`config.mk`:
```
export PLATFORM = sky130hd
export DESIGN_NAME = div_recon_mult
export DESIGN_NICKNAME = d
export VERILOG_FILES = /design/src/rtl/div_recon_mult.sv
export SDC_FILE = /design/constraint.sdc
export NUM_CORES = 1
export LEC_CHECK = 0
export CORE_ASPECT_RATIO = 1.1
export CORE_MARGIN = 2
export CORE_UTILIZATION = 59
export CTS_BUF_LIST = sky130_fd_sc_hd__clkbuf_4 sky130_fd_sc_hd__clkbuf_8
export DETAILED_ROUTE_END_ITERATION = 12
export HOLD_SLACK_MARGIN = 0.08
export PLACE_DENSITY = 0.84
export SETUP_SLACK_MARGIN = 0.3
export SLEW_MARGIN = 25
export SYNTH_ARGS = -nofsm -noshare
export SYNTH_HDL_FRONTEND = slang
export SYNTH_SLANG_ARGS = --single-unit
export TNS_END_PERCENT = 30
```
`constraint.sdc`:
```
create_clock -name clk -period 5.9 [get_ports clk]
set_input_delay 1.18 -clock clk [delete_from_list [all_inputs] [get_ports clk]]
set_output_delay 1.18 -clock clk [all_outputs]
set_load 0.005 [all_outputs]
```
`src/rtl/div_recon_mult.sv`:
```
// Shift-add reconstruction of the dividend x = q*y + r from divider outputs.
// One partial product per cycle, LSB first. It also flags invalid remainders and divide-by-zero.
module div_recon_mult (
  input  logic        clk,
  input  logic        rst_n,
  input  logic        in_valid,
  output logic        in_ready,
  input  logic [7:0]  q,
  input  logic [7:0]  y,
  input  logic [7:0]  r,
  output logic        out_valid,
  input  logic        out_ready,
  output logic [15:0] x,
  output logic        rem_err,
  output logic        div0
);

  typedef enum logic [1:0] {IDLE, RUN, DONE} state_t;

  state_t      state, state_nxt;
  logic [7:0]  q_reg, y_reg;
  logic [15:0] acc, acc_nxt, pp;
  logic [2:0]  cnt;
  logic        err_reg, dz_reg;
  logic        accept, last_step, handshake;

  assign in_ready  = (state == IDLE);
  assign out_valid = (state == DONE);
  assign accept    = in_valid && in_ready;
  assign last_step = (state == RUN) && (cnt == 3'd7);
  assign handshake = out_valid && out_ready;

  // 255*255 + 255 fits in 16 bits, so the carry-out is dropped safely
  assign pp      = q_reg[cnt] ? ({8'h00, y_reg} << cnt) : 16'h0000;
  assign acc_nxt = acc + pp;

  always_comb begin
    state_nxt = state;
    case (state)
      IDLE:    if (accept)    state_nxt = RUN;
      RUN:     if (last_step) state_nxt = DONE;
      DONE:    if (handshake) state_nxt = IDLE;
      default: state_nxt = IDLE;
    endcase
  end

  always_ff @(posedge clk) begin
    if (!rst_n) state <= IDLE;
    else        state <= state_nxt;
  end

  always_ff @(posedge clk) begin
    if (!rst_n) begin
      q_reg   <= '0;
      y_reg   <= '0;
      acc     <= '0;
      cnt     <= '0;
      err_reg <= 1'b0;
      dz_reg  <= 1'b0;
      x       <= '0;
      rem_err <= 1'b0;
      div0    <= 1'b0;
    end else begin
      if (accept) begin
        q_reg   <= q;
        y_reg   <= y;
        acc     <= {8'h00, r};
        cnt     <= '0;
        err_reg <= (r >= y);
        dz_reg  <= (y == 8'h00);
      end else if (state == RUN) begin
        acc <= acc_nxt;
        cnt <= cnt + 3'd1;
      end
      // Result registers change only at DONE entry and hold through backpressure.
      if (last_step) begin
        x       <= acc_nxt;
        rem_err <= err_reg;
        div0    <= dz_reg;
      end
    end
  end

endmodule

```
Yosys cells after proc, flatten, opt, wreduce, memory -nomap -nowiden
Index checks and enable logic that the tools add are counted.
- flip-flop bits (word level): 57
- latch bits: 0
- memory bits (writable): 0
- ROM bits: 0
- bits of input ports: 28
- output and inout bits: 20
- word-level logic and storage cells: 40
- memories: 0
- add/sub/neg operators: 2
- multipliers: 0
- div/mod/pow operators: 0
- order comparisons: 2
- eq/ne operators: 6
- shift operators: 1
- muxes and demuxes: 9
- bitwise operators: 1
- reductions and logical operators: 8
- operators by type and width (kind ; number):
    adder 16 bit ; 1
    2-to-1 mux 16 bit ; 1
    2-to-1 mux 8 bit ; 2
    left shift 8 x 3 -> 16 bit ; 1
    greater-or-equal comparator 8 bit ; 1
    logical NOT 8 bit ; 1
    2-to-1 mux 2 bit ; 3
    one-hot mux 2 bit (3 select lines) ; 1
    < comparator 3 x 4 -> 1 bit, second input constant ; 1
    != test 2 x 1 -> 1 bit, second input constant ; 2
    adder 3 x 1 -> 3 bit, second input constant ; 1
    binary-select mux 1 bit (select 3 bit) ; 1
    equality test 3 bit, second input constant ; 1
    logical AND 1 bit ; 3
    AND reduction 3 bit ; 1
    equality test 2 x 1 -> 1 bit, second input constant ; 1
    equality test 2 bit, second input constant ; 1
    logical NOT 2 bit ; 1
    != test 2 bit, second input constant ; 1
    nonzero test 2 bit ; 1
    OR reduction 2 bit ; 1
    2-to-1 mux 1 bit ; 1
    NOT 1 bit ; 1

Depth between registers and ports, before layout
- depth in word-level cells: 6
- mapped depth: 15
- gate-level depth less buffers: 13

Worst setup path before layout
Ideal clock, no wire load.
- path type: register to register
- start point: register cnt[0]
- end point: register acc[14]
- setup time: 132 ps
- data arrival time: 2933 ps
- data required time: 5768 ps
- slack: 2835 ps
- cell stages (with the launch flop): 13
- path buffers: 1
- period minus slack after synthesis: 3065 ps
- path through: dfxtp_1 > buf_4 > mux4_2 > nand2_1 > nor2_1 > ha_1 > fa_1 > a211oi_2 > nor2_1 > o311a_1 > or4_4 > nand3_1 > a21oi_1
- cells in the longest elaborated chain, start to end: 4
- elaborated cells between the ends (all ways): 5
- those cells by class: add/sub (1); shift (1); mux (3)
- RTL lines (element ; RTL line ; RTL):
    from (decl) ; 23 ; logic [2:0] cnt;
    from (signal assigned) ; 73 ; cnt <= cnt + 3'd1;
    binary-select mux 1 bit (select 3 bit) ; 34 ; assign pp = q_reg[cnt] ? ({8'h00, y_reg} << cnt) : 16'h0000;
    2-to-1 mux 1 bit (implied by the code) ; 34 ;
    2-to-1 mux 16 bit * ; 34 ;
    adder 16 bit * ; 35 ; assign acc_nxt = acc + pp;
    to (signal assigned) ; 67 ; acc <= {8'h00, r};
    to (signal assigned) ; 72 ; acc <= acc_nxt;
    to (decl) ; 22 ; logic [15:0] acc, acc_nxt, pp;
Every way passes the cells marked *; elsewhere a longest branch is shown, timed or not. The select of a mux whose other input is x is not followed.
A chain may end at the register's enable or synchronous reset.

Final worst setup path
- start point: register cnt[0]
- end point: register x[13]
- cells in the longest elaborated chain, start to end: 4
- elaborated cells between the ends (all ways): 7
- those cells by class: add/sub (1); eq/ne (1); shift (1); mux (3); reduce/logical (1)
- RTL lines (element ; RTL line ; RTL):
    binary-select mux 1 bit (select 3 bit) ; 34 ;
    2-to-1 mux 1 bit (implied by the code) ; 34 ;
    2-to-1 mux 16 bit ; 34 ;
    adder 16 bit ; 35 ;
    to (signal assigned) ; 77 ; x <= acc_nxt;
    to (decl) ; 13 ; output logic [15:0] x,
Several ways; a longest one is shown, not always the timed one. The select of a mux whose other input is x is not followed.

==> results.rst <==
.. list-table::
   :header-rows: 1

   * - Metric
     - Value
   * - Residual DRC
     - 0
   * - VDD IR-drop max
     - about 160 µV
   * - Launching element type of the critical path
     - register
   * - Headroom to the max-slew limit
     - ~33%
   * - Switch Pwr
     - roughly 0.24 mW
   * - Number of stages on the worst hold path
     - 2
   * - Post-detailed-placement half-perimeter wirelength
     - 6490 µm
   * - Number of I/O pins
     - 48
   * - Synthesized area per cell
     - 7.660 µm²
   * - Post-synthesis instance total
     - 451
   * - Simple-gate area share of the yosys netlist
     - 21.51%
   * - Overall power
     - 0.9276 mW
   * - Std cell rows
     - 29
   * - Final critical-path required period
     - 3.717 ns
   * - Fraction of the mapped netlist area in compound gates
     - 25.03%
   * - Post-CTS Hold Fix Bufs
     - 0
   * - Clock sink total
     - 57
   * - Worst-case hold path end point
     - x[1]
   * - Internal cell power
     - ~0.68 mW
   * - Post-synthesis mux area share
     - 3.441%
   * - Dominant combinational cell family by area after synthesis
     - compound AO/OA/AOI/OAI gates
   * - Setup TNS
     - 0 ns
   * - Cell Area, Placed
     - a little under 4000 µm²
   * - Vias/cell
     - 6.021
   * - Setup Buffers After CTS
     - 0
   * - Number of distinct library cell variants in the gate-level netlist after synthesis
     - 52
   * - Worst Hold Class
     - reg2reg
   * - Nature of the critical path endpoint
     - register
   * - Kind of cell with the highest combined delay on the critical path
     - compound AO/OA/AOI/OAI gates
   * - Largest area contributor in the netlist
     - dfxtp_1
   * - Data arrival time of the worst path
     - 3.98 ns
   * - Count of port buffers added during placement
     - 47
   * - Sequential cell fraction of total power
     - 44.7%
   * - Total routing usage reported by global routing
     - 27.61%
   * - Crit-path max FO
     - 18
   * - Clock tree from TritonCTS
     - done
   * - Synthesized net count
     - roughly 510
   * - Fraction of power consumed by combinational cells
     - 13.6%
   * - Final setup skew
     - 0.009259 ns
   * - Max-cap viol count
     - 0
   * - Required time reported for the critical path endpoint
     - 6.16 ns
   * - Final-stage net count
     - 540
   * - Startpoint of the lowest-slack register-to-register path
     - cnt[0]
   * - Most frequent cells in the layout
     - nand2_1, dfxtp_1, a21oi_1
   * - Skew-Pair Late Insertion Delay
     - 0.34 ns
   * - Maximum count of clock buffers along a single path
     - 2
   * - Chip height
     - 84.26 µm
   * - Power per Cell Area
     - 224.4 nW/µm²
   * - Diode insertion count for antenna repair
     - 0
   * - Register-to-Register Setup Slack
     - around 2.2 ns
   * - Final Setup Violations
     - 0
   * - Unrepaired setup endpoints after global routing
     - no
   * - Initial cell density of the core
     - 60.64%
   * - List of cells traversed by the critical path
     - mux4_2, nand2_1, and2_1, nor2_1, ha_1, a21oi_1, o21ai_0, a311oi_1, a2111oi_0, a21oi_1, nor2_1
   * - Resized Gates After CTS
     - 0
   * - Final standard cell area without fillers
     - 4133 µm²
   * - Largest registers
     - acc x16, x x16
   * - Combined area of all synthesized cells
     - 3455 µm²
   * - End of the worst register-to-register path
     - x[13]
   * - Result of the run
     - completed
   * - Root Buffer Master
     - clkbuf_8
   * - Average wire per standard cell
     - roughly 15 µm
   * - Total congestion overflow
     - 0
   * - Area inside the core boundary
     - 5697 µm²
   * - Worst Reg2Reg Path Length in Cells
     - 11
   * - Critical path buffers and inverters
     - 0
   * - F_max
     - 269.1 MHz
   * - Synth top area cells
     - dfxtp_1, ha_1, nand2_1
   * - Largest stage delay on the critical path
     - between 0.7 and 0.8 ns
   * - First-pass GRT wire length
     - 14,420 µm
   * - Most frequent standard cell in the layout excluding fill and tap cells
     - nand2_1
   * - Critical Path Slowest Stage Cell
     - dfxtp_1
   * - Post-synthesis share of cell area spent on xor and xnor gates
     - 2.535%
   * - Count of nets left with antenna violations after detail routing
     - 0
   * - Number of pins exceeding their max-slew limit in the final report
     - 0
   * - Full die area
     - 6484 µm²
   * - Leakage Power
     - approximately 1.6 nW
   * - Chip Width
     - 76.96 µm
   * - Total via count after detailed routing
     - 3,420
   * - Largest net degree at the start of global routing
     - 34
   * - Flip-flop and latch count after synthesis
     - 57
   * - Max H-tree Level
     - 3
   * - Area growth from synthesis to layout
     - 19.63%
   * - Crit Path Class
     - reg2reg
   * - Number of global-route vias before repair
     - 3,267
   * - Final hold violation count
     - 0
   * - Primary FF master, synth
     - dfxtp_1
   * - DR pass1 iterations
     - 5
   * - Yosys synthesis warning count
     - 0
   * - Yosys top cell area share
     - 33.03%
   * - TritonCTS buffer count
     - 9
   * - Final Cycle Share
     - 62.99%
   * - Share of cells above drive strength 1
     - 6.314%
   * - RD Place Congestion
     - 0.9408
   * - Proportion of synthesized chip area in sequential cells
     - 33.03%
   * - Switching power as a share of total power
     - 26.41%
   * - Sum of routed wire length over all layers
     - 8771 µm
   * - Synth async-reset ratio
     - 0%
   * - Count of flip-flops with a built-in enable after synthesis
     - 0
   * - Clock transition at path regs
     - 0.07 ns
   * - Slew at the pin closest to its max-slew limit
     - between 1 and 1.5 ns
   * - Initial DRC count
     - around 260
   * - Adder-cell area share of the yosys netlist
     - under 10%
   * - Antenna violations before repair
     - 0
   * - Hold Startpoint
     - x[1]
   * - Clock power frac
     - 41.6%
-- synthesized netlist by cell type, types with 3 or more instances --
master and instances:
xor2_1 6, xnor2_1 4, inv_1 15, clkbuf_1 14, a21oi_1 52, o22ai_1 6, nor2_1 46, a211oi_1 10
and2_1 6, mux2_2 3, o211ai_1 3, dfxtp_1 57, nand2_1 82, buf_2 7, ha_1 25, a21o_1 9
nand3_1 15, and3_1 7, o21ai_0 32, nor3_1 5, mux2i_1 4
-- power groups by stage --
stage	Clock [mW]	Sequential, mW	Combinational, mW
2_1_floorplan	0	0.415	0.0865
3_3_place_gp	0	0.422	0.119
3_5_place_dp	0	0.422	0.122
4_1_cts	0.388	0.414	0.124
5_1_grt	0.407	0.416	0.140
6_report	0.386	0.415	0.126
-- metrics by stage --
stage | instances | worst slack [ns] | util (%) | hold slack, ns
6_report | 568 | 2.183 | 72.55 | 0.4542
4_1_cts | 568 | 2.230 | 72.55 | 0.4563
3_5_place_dp | 552 | 2.229 | 68.77 | 0.4470
2_1_floorplan | 451 | 2.835 | - | 0.4287
3_3_place_gp | 552 | 2.268 | 68.72 | 0.4444
5_1_grt | 568 | 1.980 | 72.55 | 0.4776
-- worst register-to-register path, stage by stage, from the launching register on --
cell and delay, ns:
dfxtp_1 0.73, mux4_2 0.59, nand2_1 0.15, and2_1 0.28, nor2_1 0.09, ha_1 0.39
a21oi_1 0.09, o21ai_0 0.43, a311oi_1 0.13, a2111oi_0 0.59, a21oi_1 0.08, nor2_1 0.10
-- layer usage --
layer  vias to the layer above  part of all wire (%)  track usage (%)
met4                         0                   3.7            15.04
li1                       1681                     -                -
met1                      1574                    42            31.74
met3                        31                   5.6            5.914
met5                         -                     0                0
met2                       134                    48            47.77
-- how the worst max path moves through the flow --
| stage | from | endpoint | slack, ns | depth (start not counted) |
|---|---|---|---|---|
| 6_report | cnt[0] | x[13] | 2.18 | 11 |
| 5_1_grt | cnt[0] | x[13] | 1.98 | 11 |
| 4_1_cts | cnt[0] | x[13] | 2.23 | 11 |
| 3_5_place_dp | rst_n | x[15] | 2.23 | 4 |
| 3_3_place_gp | rst_n | x[15] | 2.27 | 4 |
| 2_1_floorplan | cnt[0] | acc[14] | 2.84 | 12 |
-- logic make-up (layout without fill, tap and decap cells) --
logic type | after synthesis | after routing
mux | 9 | 9
xor+xnor | 10 | 10
flops | 57 | 57
compound gates | 138 | 138
buf+inv | 39 | 79
fa+ha+maj | 26 | 26
simple gates | 172 | 172
-- area by class of cell --
type	count	area, µm²
Sequential cell	57	1141
Clock buffer	12	165.2
Tap cell	77	96.34
Multi-Input combinational cell	355	2150
Timing Repair Buffer	47	470.5
Clock inverter	4	50.05
Inverter	16	60.06
Fill cell	470	1564
(Power assumes the default switching activity.)
